`config.mk`:
```
export PLATFORM = sky130hd
export DESIGN_NAME = ps2_key_decoder
export DESIGN_NICKNAME = d
export VERILOG_FILES = /design/src/rtl/ps2_key_decoder.sv
export SDC_FILE = /design/constraint.sdc
export NUM_CORES = 1
export LEC_CHECK = 0
export BUFFER_PORTS_ARGS = -buffer_cell sky130_fd_sc_hd__buf_2
export CAP_MARGIN = 0
export CORE_MARGIN = 3
export CORE_UTILIZATION = 60
export CTS_BUF_LIST = sky130_fd_sc_hd__clkbuf_2
export DETAILED_ROUTE_END_ITERATION = 6
export MAX_ROUTING_LAYER = met4
export PLACE_DENSITY_LB_ADDON = 0.25
export SETUP_SLACK_MARGIN = 0.2
export SLEW_MARGIN = 20
export SYNTH_ARGS = -nofsm -noshare
export SYNTH_HDL_FRONTEND = slang
export SYNTH_SLANG_ARGS = --single-unit
```
`constraint.sdc`:
```
create_clock -name clk -period 3 [get_ports clk]
set_input_delay 0.45 -clock clk [delete_from_list [all_inputs] [get_ports clk]]
set_output_delay 0.45 -clock clk [all_outputs]
set_load 0.02 [all_outputs]
```
`src/rtl/ps2_key_decoder.sv`:
```
// -----------------------------------------------------------------------------
// ps2_key_decoder
//
// Turns the Set-2 scan-code byte stream from the PS/2 receiver into ASCII
// characters and queues them for the LCD writer.
//
// A small FSM follows make / break (F0) / extended (E0) prefixes and tracks the
// Shift and Caps Lock state. A mapped make code produces a registered
// character and push flag. That pair is written into a power-of-two FIFO one
// cycle later. The FIFO is drained over a valid/ready handshake.
//
// Ports
//   clk          in   system clock, rising edge
//   rst          in   synchronous active-high reset
//   ps2_code     in   [7:0] received scan-code byte
//   ps2_code_new in   one-cycle strobe, one per received byte
//   char_data    out  [7:0] ASCII at FIFO head (0x00 when empty)
//   char_valid   out  FIFO non-empty
//   char_ready   in   consumer takes the head when char_valid & char_ready
//   caps_lock    out  Caps Lock state
//   overflow     out  sticky: a character was dropped on a full FIFO
// -----------------------------------------------------------------------------
module ps2_key_decoder #(
  parameter int FIFO_DEPTH     = 4,
  parameter int TIMEOUT_CYCLES = 1_000_000
) (
  input  logic       clk,
  input  logic       rst,
  input  logic [7:0] ps2_code,
  input  logic       ps2_code_new,
  output logic [7:0] char_data,
  output logic       char_valid,
  input  logic       char_ready,
  output logic       caps_lock,
  output logic       overflow
);

  localparam int AW = $clog2(FIFO_DEPTH);
  localparam int TW = (TIMEOUT_CYCLES > 1) ? $clog2(TIMEOUT_CYCLES) : 1;
  localparam logic [TW-1:0] TO_LAST = TW'(TIMEOUT_CYCLES - 1);

  typedef enum logic [1:0] {
    S_IDLE,
    S_BREAK,
    S_EXT,
    S_EXT_BREAK
  } state_t;

  // Returns {mapped, ascii} for a make code under the given modifier state.
  function automatic logic [8:0] translate(input logic [7:0] code,
                                           input logic       shift,
                                           input logic       caps);
    logic       hit;
    logic       letter;
    logic [7:0] ch;
    hit    = 1'b1;
    letter = 1'b0;
    ch     = 8'h00;
    case (code)
      8'h1C: begin letter = 1'b1; ch = 8'h61; end  // a
      8'h32: begin letter = 1'b1; ch = 8'h62; end  // b
      8'h21: begin letter = 1'b1; ch = 8'h63; end  // c
      8'h23: begin letter = 1'b1; ch = 8'h64; end  // d
      8'h24: begin letter = 1'b1; ch = 8'h65; end  // e
      8'h2B: begin letter = 1'b1; ch = 8'h66; end  // f
      8'h34: begin letter = 1'b1; ch = 8'h67; end  // g
      8'h33: begin letter = 1'b1; ch = 8'h68; end  // h
      8'h43: begin letter = 1'b1; ch = 8'h69; end  // i
      8'h3B: begin letter = 1'b1; ch = 8'h6A; end  // j
      8'h42: begin letter = 1'b1; ch = 8'h6B; end  // k
      8'h4B: begin letter = 1'b1; ch = 8'h6C; end  // l
      8'h3A: begin letter = 1'b1; ch = 8'h6D; end  // m
      8'h31: begin letter = 1'b1; ch = 8'h6E; end  // n
      8'h44: begin letter = 1'b1; ch = 8'h6F; end  // o
      8'h4D: begin letter = 1'b1; ch = 8'h70; end  // p
      8'h15: begin letter = 1'b1; ch = 8'h71; end  // q
      8'h2D: begin letter = 1'b1; ch = 8'h72; end  // r
      8'h1B: begin letter = 1'b1; ch = 8'h73; end  // s
      8'h2C: begin letter = 1'b1; ch = 8'h74; end  // t
      8'h3C: begin letter = 1'b1; ch = 8'h75; end  // u
      8'h2A: begin letter = 1'b1; ch = 8'h76; end  // v
      8'h1D: begin letter = 1'b1; ch = 8'h77; end  // w
      8'h22: begin letter = 1'b1; ch = 8'h78; end  // x
      8'h35: begin letter = 1'b1; ch = 8'h79; end  // y
      8'h1A: begin letter = 1'b1; ch = 8'h7A; end  // z
      // Digit row: Shift selects the US symbol, Caps Lock is ignored.
      8'h45: ch = shift ? 8'h29 : 8'h30;
      8'h16: ch = shift ? 8'h21 : 8'h31;
      8'h1E: ch = shift ? 8'h40 : 8'h32;
      8'h26: ch = shift ? 8'h23 : 8'h33;
      8'h25: ch = shift ? 8'h24 : 8'h34;
      8'h2E: ch = shift ? 8'h25 : 8'h35;
      8'h36: ch = shift ? 8'h5E : 8'h36;
      8'h3D: ch = shift ? 8'h26 : 8'h37;
      8'h3E: ch = shift ? 8'h2A : 8'h38;
      8'h46: ch = shift ? 8'h28 : 8'h39;
      8'h29: ch = 8'h20;
      8'h5A: ch = 8'h0D;
      8'h66: ch = 8'h08;
      default: hit = 1'b0;
    endcase
    // Shift and Caps Lock cancel each other for letters.
    if (letter && (shift ^ caps)) ch = ch - 8'h20;
    return {hit, ch};
  endfunction

  // ---------------------------------------------------------------------------
  // Decoder FSM
  // ---------------------------------------------------------------------------
  state_t          state_q, state_d;
  logic            lshift_q, lshift_d;
  logic            rshift_q, rshift_d;
  logic            caps_q, caps_d;
  logic            push_q, push_d;
  logic [7:0]      push_data_q, push_data_d;
  logic [TW-1:0]   to_cnt_q;
  logic            timeout_hit;
  logic [8:0]      xlat;

  assign xlat        = translate(ps2_code, lshift_q | rshift_q, caps_q);
  assign timeout_hit = (state_q != S_IDLE) && (to_cnt_q == TO_LAST);

  // NOTE: clocked state uses non-blocking assignments so every register
  // samples pre-edge values regardless of process evaluation order.
  always_ff @(posedge clk) begin
    if (rst) begin
      state_q     <= S_IDLE;
      lshift_q    <= 1'b0;
      rshift_q    <= 1'b0;
      caps_q      <= 1'b0;
      push_q      <= 1'b0;
      push_data_q <= 8'h00;
      to_cnt_q    <= '0;
    end else begin
      state_q     <= state_d;
      lshift_q    <= lshift_d;
      rshift_q    <= rshift_d;
      caps_q      <= caps_d;
      push_q      <= push_d;
      push_data_q <= push_data_d;
      if (ps2_code_new || state_q == S_IDLE || timeout_hit) to_cnt_q <= '0;
      else                                                  to_cnt_q <= to_cnt_q + TW'(1);
    end
  end

  // NOTE: every output of this block gets a default first; a path that left
  // one unassigned would infer a latch.
  always_comb begin
    state_d     = state_q;
    lshift_d    = lshift_q;
    rshift_d    = rshift_q;
    caps_d      = caps_q;
    push_d      = 1'b0;
    push_data_d = xlat[7:0];
    if (ps2_code_new) begin
      case (state_q)
        S_IDLE: begin
          case (ps2_code)
            8'hF0:   state_d  = S_BREAK;
            8'hE0:   state_d  = S_EXT;
            8'h12:   lshift_d = 1'b1;
            8'h59:   rshift_d = 1'b1;
            8'h58:   caps_d   = ~caps_q;
            default: push_d   = xlat[8];
          endcase
        end
        S_BREAK: begin
          if (ps2_code == 8'h12) lshift_d = 1'b0;
          if (ps2_code == 8'h59) rshift_d = 1'b0;
          state_d = S_IDLE;
        end
        S_EXT: begin
          state_d = S_IDLE;
          case (ps2_code)
            8'hF0: state_d = S_EXT_BREAK;
            8'h5A: begin push_d = 1'b1; push_data_d = 8'h0D; end  // keypad Enter
            8'h4A: begin push_d = 1'b1; push_data_d = 8'h2F; end  // keypad '/'
            default: ;
          endcase
        end
        S_EXT_BREAK: state_d = S_IDLE;
        default:     state_d = S_IDLE;
      endcase
    end else if (timeout_hit) begin
      // A stalled prefix is abandoned so the next byte is taken as a fresh code.
      state_d = S_IDLE;
    end
  end

  assign caps_lock = caps_q;

  // ---------------------------------------------------------------------------
  // Character FIFO: extra pointer MSB distinguishes full from empty.
  // ---------------------------------------------------------------------------
  logic [7:0]  mem [FIFO_DEPTH];
  logic [AW:0] wr_ptr, rd_ptr;
  logic        fifo_empty, fifo_full, pop, push_ok;

  assign fifo_empty = (wr_ptr == rd_ptr);
  assign fifo_full  = (wr_ptr[AW] != rd_ptr[AW]) &&
                      (wr_ptr[AW-1:0] == rd_ptr[AW-1:0]);
  assign pop        = !fifo_empty && char_ready;
  // A simultaneous pop frees the head slot, so a push onto a full FIFO still fits.
  assign push_ok    = push_q && (!fifo_full || pop);

  // NOTE: the storage array has no reset; its contents are never observed
  // until written, because char_data is forced to 0x00 while empty.
  always_ff @(posedge clk) begin
    if (push_ok) mem[wr_ptr[AW-1:0]] <= push_data_q;
  end

  always_ff @(posedge clk) begin
    if (rst) begin
      wr_ptr   <= '0;
      rd_ptr   <= '0;
      overflow <= 1'b0;
    end else begin
      if (push_ok) wr_ptr <= wr_ptr + (AW+1)'(1);
      if (pop)     rd_ptr <= rd_ptr + (AW+1)'(1);
      if (push_q && !push_ok) overflow <= 1'b1;
    end
  end

  assign char_valid = !fifo_empty;
  assign char_data  = fifo_empty ? 8'h00 : mem[rd_ptr[AW-1:0]];

endmodule

```
-- Word level (Yosys, flattened, before mapping)
Memories as Yosys holds them, arrays and structs flattened. A register that Yosys moved wholly into a read port is not among the register bits.
Index checks and enable logic that the tools add are counted.
- add/subtract/negate cells: 4
- multipliers: 0
- div/mod/pow operators: 0
- $lt $le $gt $ge: 0
- equal/unequal tests: 57
- shift operators: 0
- multiplexer cells: 36
- bitwise logic cells: 4
- reductions and logical operators: 27
- operators by type and width (kind ; number):
    7-bit case mux with 39 select lines ; 1
    8-bit by 6-bit equality test with 1-bit output, second input constant ; 23
    8-bit by 7-bit equality test with 1-bit output, second input constant ; 12
    8-bit by 5-bit equality test with 1-bit output, second input constant ; 8
    5-bit 2-to-1 mux ; 8
    39-bit OR reduction ; 1
    8-bit 2-to-1 mux ; 4
    26-bit OR reduction ; 1
    20-bit by 1-bit adder with 20-bit output, second input constant ; 1
    20-bit equality test, second input constant ; 1
    8-bit equality test, second input constant ; 2
    8-bit case mux with 2 select lines ; 1
    7-bit 2-to-1 mux ; 2
    1-bit 2-to-1 mux ; 10
    2-bit 2-to-1 mux ; 5
    4-bit AND reduction ; 2
    2-bit OR reduction ; 4
    8-bit by 6-bit subtractor with 8-bit output, second input constant ; 1
    3-bit by 1-bit adder with 3-bit output, second input constant ; 2
    1-bit logical AND ; 6
    1-bit case mux with 2 select lines ; 3
    2-bit case mux with 3 select lines ; 1
    2-bit nonzero test ; 3
    5-bit OR reduction ; 1
    other kinds (17) ; 25
- register bits after elaboration: 41
- latch bits: 0
- memory bits (writable): 32
- memory bits (read-only): 0
- input port bits: 12
- memories kept: 1
- memories (name ; depth ; width ; rd ports ; clocked after memory_dff ; wr ports ; line ; source):
    mem ; 4 ; 8 ; 1 ; 1 ; 1 ; 195 ; logic [7:0] mem [FIFO_DEPTH];

-- Longest topological paths before layout
- depth in word-level cells: 8
- gate-level depth with buffers: 12

-- Worst setup path before layout
OpenSTA, ideal clock, no wires.
- kind: input port to flip-flop
- start: in ps2_code[4]
- end: reg push_data_q[6]
- setup time: 0.070 ns
- arrival: 2.385 ns
- required time: 2.930 ns
- slack: 0.545 ns
- stages: 12
- path buffers: 2
- cells stage by stage: buf_6 > or4b_4 > buf_6 > a2111oi_4 > nor2_1 > nand3_1 > nor3_1 > and2_1 > ha_1 > nand2_1 > o31ai_1 > a21oi_1
- cells in the longest elaborated chain, start to end: 8
- RTL lines (what ; line ; source):
    from (decl) ; 29 ; input logic [7:0] ps2_code,
    parallel branches: the longest is 7 deep, another holds 8-bit by 6-bit subtractor with 8-bit output ; n/a ;
    8-bit 2-to-1 mux (*) ; 155 ; if (ps2_code_new) begin
    to (signal assigned) ; 140 ; push_data_q <= push_data_d;
    to (decl) ; 115 ; logic [7:0] push_data_q, push_data_d;
Every way passes the cells marked *.
A chain may end at the register's enable or synchronous reset.

==> results.cfg <==
[run_status]
outcome = finished clean

[clocking]
cts_hold_buf = 0
numClockSinks = 75
cts_buffers = 9
worstSkewPairLatency_ps = 520
post_cts_resized = 0
cts-root-buf = clkbuf_2
path_clk_slew_ps = 240
cts.path.max_buffers = 2
htree_levels = 3
cts_tree = yes
post_cts_buffers = 0

[pwr]
switching_share_pct = 26.1
p_per_area_nw_per_um2 = 431
power.internal_mw = 1.44
power_switching_mw = 0.508
power_frac_clock_pct = 33.2
power_leakage_nw = 1.58
combinationalPowerShare_pct = 11.1
ir_worst_vdd_mv = 0.245
seqPwrFrac_pct = 55.7

[floorplanning]
core-area_um2 = 6530
rows = 29
io-pin-count = 23
die_area_um2 = 7970
fp.dieW_um = 89.3
die_y_um = 89.3
start_util_pct = 63.7

[timing]
fin_crit_ps = 2570
timing.final.crit_share_pct = 85.6
maxSlewViolCount = 0
worst_slew_pin_slew_ps = 830
fin_setup_tns_ps = 0
relSlewSlack_pct = 44.5
timing.fmax_mhz = 389
hold_viol_final = 0
rsz0062_at_grt = no
setup_violations = 0
finalClockSkew_ps = 42.0

[finish]
final_common_cell = nor2_1
drive_gt1_share_pct = 17.7
final_util_pct = 69.0
layout_common_cells = 54 x nor2_1, 43 x dfxtp_1, 32 x edfxtp_1, 22 x nand3_1, 22 x buf_2
instances_no_fill = 534
area_growth_pct = 8.30
nets = 471
diodes = 0

[synth]
synthesis.nets = 447
synth-xor-area-share_pct = 5.47
synth_simple_gate_area_share_pct = 25.4
synth_compound_area_share_pct = 13.4
avgSynthCellArea_um2 = 9.72
synth-seq-cells = 75
ys.warnings.count = 0
netlist.area_leader.share_pct = 23.1
synth-edff-count = 32
synthMuxAreaShare_pct = 5.29
synth-seq-area-share_pct = 43.8
synth.area.top_cells = edfxtp_1 23%, dfxtp_1 21%, nor2_1 4.9%, mux4_2 4.3%, xor2_1 2.9%
syn_inst = 428
ys_async_sr_fraction_pct = 0
synth_largest_area_cell = edfxtp_1
synth.distinct_cells = 71
synth_top_family_by_area = simple AND/OR/NAND/NOR gates
synthAdderAreaFrac_pct = 2.10
ys.flop_type = dfxtp_1
synth_area_um2 = 4160

[worst_setup_path]
critPathKind = flip-flop to primary output
reg2reg_depth = 4
cp_cell_sequence = mux4_2, and2_1, buf_2
end_kind = primary output
worstPathMaxFanout = 8
crit_path_max_incr_delay_ps = 710
slowest_stage = dfxtp_1
crit_arrival_ps = 2120
reg2reg_from = wr_ptr[1]
startpoint_type = flip-flop
regToRegEndpoint = mem[3][1]
cp_data_required_time_ps = 2550
r2r_setup_slack_ps = 920

[place]
numPortBuffers = 22
placed_cells = 518
place_hpwl_um = 6920
gp_congestion = 1.02

[routing]
first_pass_iters = 6
ant_nets = 0
wl_um = 9430
avgRoutedWirePerCell_um = 17.7
drc = 0
avgViaCountPerCell = 6.36
drt_iter0_markers = 379
vias = 3398

[hold_path]
hold_class = input pin to flip-flop
worstHoldStart = char_ready
whs_endpoint = overflow
hold_path_depth = 4

[global_route]
grt_pass1_wl_um = 15400
first_global_vias = 3174
grt_usage_pct = 26.2
antenna_found_initial = 0
grt_max_degree = 21
overflow = 0

[flow_run]
maxCapViolCount = 0
## logic make-up (layout without fill, tap and decap cells)
family / Yosys count / after routing
simple gates: 189 / 189
compound gates: 79 / 79
flops: 75 / 75
buf+inv: 40 / 69
xor+xnor: 26 / 26
mux: 12 / 12
fa+ha+maj: 7 / 7
## state kept, by name (all words and copies together) (netlist names), named ones only
signal,flops
mem,32
to_cnt_q,20
push_data_q,8
rd_ptr,3
wr_ptr,3
state_q,2
caps_lock,1
lshift_q,1
overflow,1
push_q,1
rshift_q,1
## synthesized netlist by cell type, types with 6 or more instances
| library cell | number |
|---|---|
| nor2_1 | 54 |
| dfxtp_1 | 43 |
| edfxtp_1 | 32 |
| nand3_1 | 22 |
| nand2_1 | 20 |
| o21ai_0 | 18 |
| a21oi_1 | 17 |
| xor2_1 | 14 |
| inv_1 | 13 |
| xnor2_1 | 12 |
| nand2b_1 | 11 |
| buf_2 | 10 |
| clkbuf_1 | 10 |
| nor3_1 | 10 |
| and2_1 | 9 |
| and3_1 | 9 |
| mux4_2 | 8 |
| nor2b_1 | 8 |
| or3_1 | 8 |
| ha_1 | 7 |
| nand4_1 | 6 |
## area by class of cell
| type | count | area (um^2) |
|---|---|---|
| clock buffer | 9 | 45.0 |
| clock inverter | 7 | 98.8 |
| fill | 509 | 2020 |
| inverter | 13 | 48.8 |
| multi-input combinational | 313 | 2150 |
| sequential | 75 | 1820 |
| tap | 77 | 96.3 |
| timing repair buffer | 40 | 245 |
## critical path, delay by kind of cell, from the launching register on
| family | cells | cell delay, ps |
|---|---|---|
| DFF | 1 | 710 |
| muxes | 1 | 570 |
| and+or+nand+nor | 1 | 160 |
| buffers and inverters | 1 | 150 |
## power groups by stage
| stage | logic (mW) | clock network (mW) | registers (mW) |
|---|---|---|---|
| after floorplan | 0.154 | 0 | 1.10 |
| after global placement | 0.211 | 0 | 1.10 |
| after detailed placement | 0.213 | 0 | 1.10 |
| after CTS | 0.214 | 0.659 | 1.08 |
| after global routing | 0.236 | 0.695 | 1.08 |
| final | 0.216 | 0.645 | 1.08 |
## how the worst max path moves through the flow
stage,slack (ps),end,start,cells after the start
2_1_floorplan,550,push_data_q[6],ps2_code[4],12
3_3_place_gp,270,push_data_q[6],ps2_code[2],10
3_5_place_dp,140,push_data_q[6],ps2_code[1],10
4_1_cts,370,char_data[5],flip-flop,3
5_1_grt,250,char_data[1],flip-flop,3
6_report,430,char_data[5],flip-flop,3
## metrics by stage
stage | power, mW | area, um^2 | setup slack, ps | hold WS, ps
floorplan | 1.25 | 4160 | 545 | 426
global placement | 1.31 | 4360 | 268 | 438
detailed placement | 1.32 | 4360 | 141 | 448
CTS | 1.95 | 4510 | 367 | 250
global route | 2.02 | 4510 | 246 | 262
finish | 1.94 | 4510 | 431 | 268
## per-layer routing
metal / global-route usage, % / vias up / share of wire [%]
met4: 11.6 / 0 / 3.1
li1: - / 1628 / -
met1: 33.4 / 1586 / 44
met5: - / - / 0
met2: 40.9 / 151 / 47
met3: 4.79 / 33 / 6.3
(Power assumes the default switching activity.)
